[config.mk]
export PLATFORM = sky130hd
export DESIGN_NAME = nco_sin_gen
export DESIGN_NICKNAME = d
export VERILOG_FILES = /design/src/rtl/nco_sin_gen_pkg.sv /design/src/rtl/sin_quarter_lut.sv /design/src/rtl/nco_sin_gen.sv
export SDC_FILE = /design/constraint.sdc
export NUM_CORES = 1
export LEC_CHECK = 0
export ABC_AREA = 1
export CAP_MARGIN = 40
export CORE_UTILIZATION = 50
export DETAILED_ROUTE_END_ITERATION = 16
export PLACE_DENSITY = 0.66
export SYNTH_ARGS = -nofsm -noshare
export SYNTH_HDL_FRONTEND = slang
export SYNTH_SLANG_ARGS = --single-unit
[constraint.sdc]
create_clock -name sysClk -period 6.3 [get_ports sysClk]
set_input_delay 1.575 -clock sysClk [delete_from_list [all_inputs] [get_ports sysClk]]
set_output_delay 1.575 -clock sysClk [all_outputs]
set_load 0.01 [all_outputs]
[src/rtl/nco_sin_gen_pkg.sv]
// Shared types and width helpers for the multi-voice NCO sine generator.
package nco_sin_gen_pkg;

  typedef enum logic [2:0] {IDLE, ADDR, WAIT, MAC, DONE} ncoState_t;

  // Quadrants of one sine period, named by the shape of the curve within them
  typedef enum logic [1:0] {
    Q_RISE     = 2'd0,
    Q_FALL     = 2'd1,
    Q_NEG_FALL = 2'd2,
    Q_NEG_RISE = 2'd3
  } quadrant_t;

  function automatic int accWidth(input int dataW, input int ampW, input int numVoices);
    return dataW + ampW + $clog2(numVoices) + 1;
  endfunction

  function automatic logic signed [63:0] saturate(input logic signed [63:0] value, input int dataW);
    logic signed [63:0] maxVal;
    logic signed [63:0] minVal;
    maxVal = (64'sd1 <<< (dataW - 1)) - 64'sd1;
    minVal = -(64'sd1 <<< (dataW - 1));
    if (value > maxVal) return maxVal;
    if (value < minVal) return minVal;
    return value;
  endfunction

endpackage

[src/rtl/sin_quarter_lut.sv]
// Quarter-wave sine ROM with a one-cycle registered read; contents computed at elaboration.
module sin_quarter_lut
  import nco_sin_gen_pkg::*;
#(
  parameter int DATA_W     = 16,
  parameter int LUT_ADDR_W = 8
) (
  input  logic                  sysClk,
  input  logic [LUT_ADDR_W-1:0] addr,
  output logic [DATA_W-2:0]     data
);

  localparam int DEPTH = 2 ** LUT_ADDR_W;

  // Half-step sample offset keeps the table symmetric so mirroring with ~idx is exact
  function automatic logic [DATA_W-2:0] sinEntry(input int i);
    real angle;
    real scaled;
    angle  = 3.14159265358979323846 / 2.0 * (real'(i) + 0.5) / real'(DEPTH);
    scaled = real'((2 ** (DATA_W - 1)) - 1) * $sin(angle);
    return (DATA_W-1)'($rtoi(scaled + 0.5));
  endfunction

  logic [DATA_W-2:0] romTable [DEPTH];

  for (genvar i = 0; i < DEPTH; i++) begin : genRom
    assign romTable[i] = sinEntry(i);
  end

  always_ff @(posedge sysClk) begin
    data <= romTable[addr];
  end

endmodule

[src/rtl/nco_sin_gen.sv]
// Multi-voice NCO: per audio frame, walks the voices through a shared sine ROM,
// scales each by its amplitude and emits one saturated mixed sample.
module nco_sin_gen
  import nco_sin_gen_pkg::*;
#(
  parameter int NUM_VOICES = 4,
  parameter int PHASE_W    = 24,
  parameter int DATA_W     = 16,
  parameter int AMP_W      = 8,
  parameter int LUT_ADDR_W = 8,
  localparam int ADDR_W    = (NUM_VOICES > 1) ? $clog2(NUM_VOICES) : 1
) (
  input  logic                     sysClk,
  input  logic                     reset,
  input  logic                     audioClk,
  input  logic                     cfgWe,
  input  logic [ADDR_W-1:0]        cfgAddr,
  input  logic [PHASE_W-1:0]       cfgInc,
  input  logic [AMP_W-1:0]         cfgAmp,
  input  logic                     cfgPhaseClr,
  output logic signed [DATA_W-1:0] audioData,
  output logic                     audioValid,
  output logic                     busy,
  output logic                     overrun
);

  localparam int ACC_W  = accWidth(DATA_W, AMP_W, NUM_VOICES);
  localparam int PROD_W = DATA_W + AMP_W + 1;

  logic sync1, sync2, prevSync, edgePulse;

  logic [PHASE_W-1:0] phase     [NUM_VOICES];
  logic [PHASE_W-1:0] shadowInc [NUM_VOICES];
  logic [PHASE_W-1:0] activeInc [NUM_VOICES];
  logic [AMP_W-1:0]   shadowAmp [NUM_VOICES];
  logic [AMP_W-1:0]   activeAmp [NUM_VOICES];
  logic [NUM_VOICES-1:0] clrPending;

  ncoState_t                state;
  logic [ADDR_W-1:0]        voice;
  logic signed [ACC_W-1:0]  acc;
  logic [LUT_ADDR_W-1:0]    lutAddr;
  logic                     negSin;
  logic [DATA_W-2:0]        lutData;

  quadrant_t                quadrant;
  logic [LUT_ADDR_W-1:0]    nextLutAddr;
  logic                     nextNeg;
  logic signed [DATA_W-1:0] signedSin;
  logic signed [PROD_W-1:0] product;
  logic signed [DATA_W-1:0] satData;
  logic                     cfgInRange;

  sin_quarter_lut #(
    .DATA_W    (DATA_W),
    .LUT_ADDR_W(LUT_ADDR_W)
  ) uLut (
    .sysClk(sysClk),
    .addr  (lutAddr),
    .data  (lutData)
  );

  // audioClk is foreign to sysClk, so it is treated as data and edge-detected after a 2-FF synchroniser
  always_ff @(posedge sysClk) begin
    if (reset) begin
      sync1    <= 1'b0;
      sync2    <= 1'b0;
      prevSync <= 1'b0;
    end else begin
      sync1    <= audioClk;
      sync2    <= sync1;
      prevSync <= sync2;
    end
  end

  assign edgePulse  = sync2 & ~prevSync;
  assign cfgInRange = (int'(cfgAddr) < NUM_VOICES);

  always_comb begin
    quadrant    = quadrant_t'(phase[voice][PHASE_W-1 -: 2]);
    nextLutAddr = phase[voice][PHASE_W-3 -: LUT_ADDR_W];
    if (quadrant == Q_FALL || quadrant == Q_NEG_RISE) nextLutAddr = ~nextLutAddr;
    nextNeg   = (quadrant == Q_NEG_FALL) || (quadrant == Q_NEG_RISE);
    signedSin = negSin ? -$signed({1'b0, lutData}) : $signed({1'b0, lutData});
    product   = PROD_W'(signedSin) * PROD_W'($signed({1'b0, activeAmp[voice]}));
    satData   = DATA_W'(saturate(64'(acc >>> AMP_W), DATA_W));
  end

  // Frame sequencer: ADDR -> WAIT -> MAC per voice; config writes only ever touch the shadow copy
  always_ff @(posedge sysClk) begin
    if (reset) begin
      state      <= IDLE;
      voice      <= '0;
      acc        <= '0;
      lutAddr    <= '0;
      negSin     <= 1'b0;
      audioData  <= '0;
      audioValid <= 1'b0;
      busy       <= 1'b0;
      overrun    <= 1'b0;
      clrPending <= '0;
      for (int i = 0; i < NUM_VOICES; i++) begin
        phase[i]     <= '0;
        shadowInc[i] <= '0;
        activeInc[i] <= '0;
        shadowAmp[i] <= '0;
        activeAmp[i] <= '0;
      end
    end else begin
      audioValid <= 1'b0;
      if (edgePulse && state != IDLE) overrun <= 1'b1;

      case (state)
        IDLE: begin
          if (edgePulse) begin
            acc   <= '0;
            voice <= '0;
            busy  <= 1'b1;
            state <= ADDR;
            for (int i = 0; i < NUM_VOICES; i++) begin
              activeInc[i] <= shadowInc[i];
              activeAmp[i] <= shadowAmp[i];
              if (clrPending[i]) phase[i] <= '0;
            end
            clrPending <= '0;
          end
        end
        ADDR: begin
          lutAddr <= nextLutAddr;
          negSin  <= nextNeg;
          state   <= WAIT;
        end
        WAIT: state <= MAC;
        MAC: begin
          acc          <= acc + ACC_W'(product);
          phase[voice] <= phase[voice] + activeInc[voice];
          if (voice == ADDR_W'(NUM_VOICES - 1)) begin
            state <= DONE;
          end else begin
            voice <= voice + 1'b1;
            state <= ADDR;
          end
        end
        DONE: begin
          audioData  <= satData;
          audioValid <= 1'b1;
          busy       <= 1'b0;
          state      <= IDLE;
        end
        default: state <= IDLE;
      endcase

      // Placed after the frame-start clear so a same-cycle clear request stays pending
      if (cfgWe && cfgInRange) begin
        shadowInc[cfgAddr] <= cfgInc;
        shadowAmp[cfgAddr] <= cfgAmp;
        if (cfgPhaseClr) clrPending[cfgAddr] <= 1'b1;
      end
    end
  end

endmodule

==> results.yml, run 1 <==
run_status:
  status: "complete, no violations"
yosys:
  synth_ff_type: "edfxtp_1"
  syn_avg_cell_area_um2: 8.22
  synth_edf_count: 352
  synthMuxAreaShare: 0
  synthCells: 3492
  synth_compound_area_frac: 0.110
  ys_seq_elements: 436
  ys.warnings.count: 0
  yosysTopAreaCellShare: 0.368
  yosys.area_share.xor_xnor: 0.0112
  synth_top_family_by_area: "simple AND/OR/NAND/NOR gates"
  yosys.area.top_type: "edfxtp_1"
  syn-cell-area_um2: 28700
  synth-simple-area-share: 0.212
  synthesis.nets: 3763
  synth_cell_types: 60
  synth_fa_ha_area_frac: 0.135
  ys_async_sr_fraction: 0
  yosysSeqAreaShare: 0.427
  synthTopCellsByArea: "edfxtp_1 37%, fa_1 8.9%, nor2_1 8.4%"
drt:
  drtIter0Drc: 2205
  drc_errors: 0
  vias_per_cell: 5.51
  ant_nets: 0
  met1_length_mm: 33.5
  vias: 23722
  met3_length_mm: 6.44
  totalWireLength_mm: 80.7
  drtPass1Iterations: 6
  top_layer: "met4"
  met2WireLength_mm: 37.6
  wl_per_cell_um: 18.7
place:
  post-dp-hpwl_mm: 55.7
  place_congestion: 1.07
  portBuffers: 57
final_layout:
  nFillCells: 5251
  final_common_cell: "nor2_1"
  layout_common_cells: "630 x nor2_1, 578 x nand2_1, 573 x inv_1"
  fin_nets: 3787
  syn_to_final_growth_pct: 10.2
  antenna_cells: 0
  drive_gt1_frac: 0.0611
critical_path:
  crit_path_top_delay_cell: "fa_1"
  end_kind: "flip-flop"
  worstPathArrival_ns: 6.44
  crit_buf_inv: 6
  cp_top_family: "adder cells"
  slowest_delay_ns: 0.60
  crit_fanout: 6
  worstSetupPathType: "reg -> reg"
  cp.required_ns: 6.75
  start_kind: "flip-flop"
power:
  power_density_nw_per_um2: 417
  power_leakage_nw: 14.3
  p_total_w: 0.0132
  max-vdd-ir-drop_mv: 0.365
timing:
  finalCritPeriodShare: 0.951
  finalSetupTns_ns: 0
  worst_pin_slew_ns: 0.944
  slew_violations: 0
  final-setup-viol-count: 0
  holdWs_ns: 0.405
  slew_headroom: 0.371
  fmax_mhz: 167
  min_period_ns: 5.99
  hold_violations: 0
  clock_skew_ns: 0.0352
clock_network:
  cts_made_buffers: 46
  hold_buffers: 0
  cts_max_path_buffers: 3
  cts_tree: "yes"
  cts-root-buf: "clkbuf_16"
  cts.clk_slew.worst_paths_ns: 0.06
  h-tree-depth: 2
  clock-sinks: 436
  insertion_delay_ns: 0.60
floorplan:
  io_pins: 58
  fp-row-count: 87
  die_y_um: 242
  start_util: 0.508
  die_width_um: 242
  die-area_um2: 58400
  coreArea_um2: 56500
hold_path:
  hold_path.class: "reg -> reg"
grt:
  grt_pass1_vias: 23207
  grt_pass1_wl_mm: 127
  grt_overflow_total: 0
  grt_use_total: 0.276
  grt_max_degree: 87
  antenna_found_initial: 1
flow_run:
  drv_cap: 0
[registers in the layout (all words and copies together) (netlist names), 2 cells and up, named ones only]
register / cells
phase: 96
shadowAmp: 32
uLut.data: 15
audioData: 16
state: 3
clrPending: 4
acc: 27
activeAmp: 32
lutAddr: 8
activeInc: 96
shadowInc: 96
voice: 2
[worst min-delay path, delay by kind of cell (launching register included)]
family                 cells  cell delay, ns
AND/OR/NAND/NOR            1            0.03
buffers and inverters      1            0.04
flip-flops                 1            0.30
[final cells by class]
cell class / instances / area (µm²) / area share
tap: 756 / 946 / 0.0299
clock inverter: 22 / 176 / 0.00558
multi-input combinational: 2318 / 13600 / 0.431
inverter: 596 / 2240 / 0.0709
timing repair buffer: 118 / 1110 / 0.0350
clock buffer: 60 / 1260 / 0.0397
sequential: 436 / 12300 / 0.388
[final timing paths]
kind / from / end / slack (ns) / cells past startpoint
min: sync1 / sync2 / 0.40 / 2
min reg2reg: sync1 / sync2 / 0.40 / 2
max reg2reg: uLut.data[0] / acc[24] / 0.31 / 27
max: uLut.data[0] / acc[24] / 0.31 / 27
[report_power, final]
part / total (W) / switching, W / internal [W] / leakage (nW)
Combinational: 0.00714 / 0.00477 / 0.00238 / 9.37
Clock: 0.00260 / 0.00111 / 0.00148 / 0.694
Sequential: 0.00346 / 0.000131 / 0.00332 / 4.26
[cell usage after synthesis, types with 6 or more instances]
| cell type | count |
|---|---|
| inv_1 | 577 |
| edfxtp_1 | 352 |
| or2_2 | 6 |
| o21ai_0 | 243 |
| ha_1 | 104 |
| inv_2 | 17 |
| clkbuf_1 | 60 |
| o21ai_1 | 6 |
| nor2_1 | 640 |
| buf_6 | 19 |
| nor3_1 | 21 |
| nand4_1 | 22 |
| xor2_1 | 11 |
| dfxtp_1 | 84 |
| nand3b_1 | 7 |
| nand2_1 | 584 |
| buf_2 | 51 |
| o31ai_1 | 7 |
| fa_1 | 128 |
| nor2_2 | 6 |
| o22a_1 | 8 |
| o221ai_1 | 6 |
| o22ai_1 | 44 |
| nand3_1 | 188 |
| o211ai_1 | 35 |
| a31oi_1 | 10 |
| xnor2_1 | 22 |
| buf_1 | 6 |
| a21oi_1 | 161 |
[metrics by stage]
step / util / setup slack [ns] / area, µm² / std cells
3_3_place_gp: 0.528 / 0.195 / 29800 / 4211
3_5_place_dp: 0.530 / 0.0962 / 30000 / 4218
4_1_cts: 0.556 / 0.0706 / 31400 / 4300
6_report: 0.560 / 0.311 / 31600 / 4306
5_1_grt: 0.560 / -0.0167 / 31600 / 4306
2_1_floorplan: - / 0.853 / 28700 / 3492
[cell families (layout without fill, tap and decap cells)]
kind of cell               Yosys count  in the layout
and+or+nand+nor                   1495           1495
buffers and inverters              738            796
AOI/OAI and AO/OA                  556            556
DFF                                436            436
adders and majority gates          232            232
xor gates and xnor gates            35             35
[per-layer routing]
layer | vias up | GRT usage
li1 | 11301 | -
met1 | 11189 | 0.364
met2 | 998 | 0.450
met3 | 234 | 0.0458
met4 | 0 | 0.117
met5 | - | 0
[what timing repair did]
action | 4_1_cts | 5_1_grt
buffers inserted | 0 | 6
setup endpoints to repair | 0 | 14
gates resized for setup | 0 | 43
No activity file was read; power rests on OpenSTA's default activity.
==> run 2: changes to the inputs <==
--- a/config.mk
+++ b/config.mk
@@ -6,7 +6,6 @@
 export NUM_CORES = 1
 export LEC_CHECK = 0
 export ABC_AREA = 1
-export CAP_MARGIN = 40
 export CORE_UTILIZATION = 50
 export DETAILED_ROUTE_END_ITERATION = 16
 export PLACE_DENSITY = 0.66
==> run 2 against run 1 <==
Compared with the run above:
- global-route usage decreased by 0.12 points
- non-clock buffer count is 7 lower
- core utilization down 0.16 points
- critical endpoint is now acc[20]
- die area unchanged
- maximum frequency is essentially flat
- total power barely moved
- via count decreased by 0.29%
- clock skew rose by 0.028 ns
- critical path depth up 1
- highest routed layer unchanged
- wire length decreased by 0.60%
==> results.yml, run 2 (synthesized netlist as in run 1, its figures left out) <==
clock_network:
  clock-sinks: 436
  hold_buffers: 0
  cts-root-buf: "clkbuf_16"
  cts_made_buffers: 47
  insertion_delay_ns: 0.61
  cts_tree: "yes"
  h-tree-depth: 2
  cts.clk_slew.worst_paths_ns: 0.06
  cts_max_path_buffers: 3
critical_path:
  worstPathArrival_ns: 6.45
  worstSetupPathType: "reg -> reg"
  cp_top_family: "adder cells"
  start_kind: "flip-flop"
  cp.required_ns: 6.77
  crit_path_top_delay_cell: "fa_1"
  cp.depth: 28
  rr_worst_depth: 28
  end_kind: "flip-flop"
  crit_buf_inv: 5
  crit_fanout: 7
  slowest_delay_ns: 0.55
  cpMostUsedCell: "nand2_1"
timing:
  hold_violations: 0
  slew_headroom: 0.197
  clock_skew_ns: 0.0631
  slew_violations: 0
  rsz0062_at_grt: "yes"
  worst_pin_slew_ns: 1.20
  finalCritPeriodShare: 0.950
  fmax_mhz: 167
  min_period_ns: 5.98
  final-setup-viol-count: 0
floorplan:
  die_y_um: 242
  fp-row-count: 87
  die-area_um2: 58400
  io_pins: 58
  coreArea_um2: 56500
  die_width_um: 242
  start_util: 0.508
final_layout:
  nFillCells: 5248
  stdcell_count: 4303
  syn_to_final_growth_pct: 9.90
  fin_nets: 3781
  final_common_cell: "nor2_1"
  largestRegisters: "activeInc: 96 flops, phase: 96 flops, shadowInc: 96 flops"
  seqCellArea_um2: 12300
  finalInstanceArea_um2: 31500
  drive_gt1_frac: 0.0598
  antenna_cells: 0
  layout_common_cells: "632 x nor2_1, 578 x nand2_1, 574 x inv_1"
  multi_input_area_um2: 13600
power:
  power_density_nw_per_um2: 418
  power_leakage_nw: 14.3
  p_total_w: 0.0132
  max-vdd-ir-drop_mv: 0.359
grt:
  gr-usage-met3: 0.0418
  grt_use_total: 0.275
  antenna_found_initial: 0
  grt_pass1_vias: 23024
  grt_pass1_wl_mm: 126
  grt_util_met2: 0.450
  top_usage_layer: "met2"
  grt_overflow_total: 0
  grt_use_met1: 0.365
  grt_max_degree: 91
place:
  placed_cell_area_um2: 29800
  post-dp-hpwl_mm: 55.4
  dp_cells: 4211
  place_congestion: 1.07
  portBuffers: 57
drt:
  vias: 23653
  ant_nets: 0
  drtIter0Drc: 2331
  drc_errors: 0
  vias_per_cell: 5.50
  wl_per_cell_um: 18.6
  totalWireLength_mm: 80.2
  drtPass1Iterations: 6
flow_run:
  drv_cap: 0
hold_path:
  hold_path.class: "reg -> reg"
  holdPathStages: 2
run_status:
  status: "complete, no violations"
==> run 2: changes by cell type in the layout (fill, tap and decap cells not counted), moves of 3 or more <==
cell	before	now
clkinv_1	13	9
clkbuf_1	11	14
clkbuf_8	1	6
buf_16	3	0
buf_8	3	0
==> run 2: tightest hold or removal path, cell delays in order, from the launching register on <==
cell and delay, ns:
dfxtp_1 0.30, inv_1 0.04, nor2_1 0.03
==> run 2: report_power, final <==
| part | internal (W) | total [W] | switching (W) |
|---|---|---|---|
| Combinational | 0.00237 | 0.00709 | 0.00471 |
| Clock | 0.00149 | 0.00263 | 0.00114 |
| Sequential | 0.00332 | 0.00347 | 0.000145 |
==> run 2: repair_timing <==
action,4_1_cts,5_1_grt
setup endpoints to repair,1,13
setup buffers,0,6
pin swaps,0,6
resized for setup,1,37
==> run 2: path summary, 6_finish.rpt <==
kind              slack (ns)  endpoint    startpoint
setup / recovery        0.32   acc[20]  uLut.data[0]
hold / removal          0.39     sync2         sync1
setup reg to reg        0.32   acc[20]  uLut.data[0]
hold reg to reg         0.39     sync2         sync1
==> run 2: area by class of cell <==
type | count | share of cell area
inverter | 596 | 0.0711
sequential | 436 | 0.389
clock buffer | 69 | 0.0426
clock inverter | 17 | 0.00432
tap | 756 | 0.0300
multi-input combinational | 2318 | 0.432
timing repair buffer | 111 | 0.0308
==> run 2: layer usage <==
| metal | vias up | part of all wire |
|---|---|---|
| met1 | 11151 | 0.42 |
| li1 | 11289 | - |
| met3 | 212 | 0.079 |
| met4 | 0 | 0.039 |
| met5 | - | 0 |
| met2 | 1001 | 0.47 |
==> run 2: per-stage QoR <==
stage	hold slack (ns)	util	setup slack, ns	setup TNS, ns
2_1_floorplan	0.388	-	0.853	0
3_3_place_gp	0.399	0.528	0.195	0
3_5_place_dp	0.400	0.528	0.0305	0
4_1_cts	0.392	0.554	0.0652	0
5_1_grt	0.401	0.558	-0.0579	-0.171
6_report	0.395	0.558	0.315	0
==> run 3: changes to the inputs <==
--- a/config.mk
+++ b/config.mk
@@ -9,6 +9,7 @@
 export CORE_UTILIZATION = 50
 export DETAILED_ROUTE_END_ITERATION = 16
 export PLACE_DENSITY = 0.66
+export SLEW_MARGIN = 0
 export SYNTH_ARGS = -nofsm -noshare
 export SYNTH_HDL_FRONTEND = slang
 export SYNTH_SLANG_ARGS = --single-unit
==> results of run 3 <==
The final DEF is identical to that of run 2; final timing and power are the same.
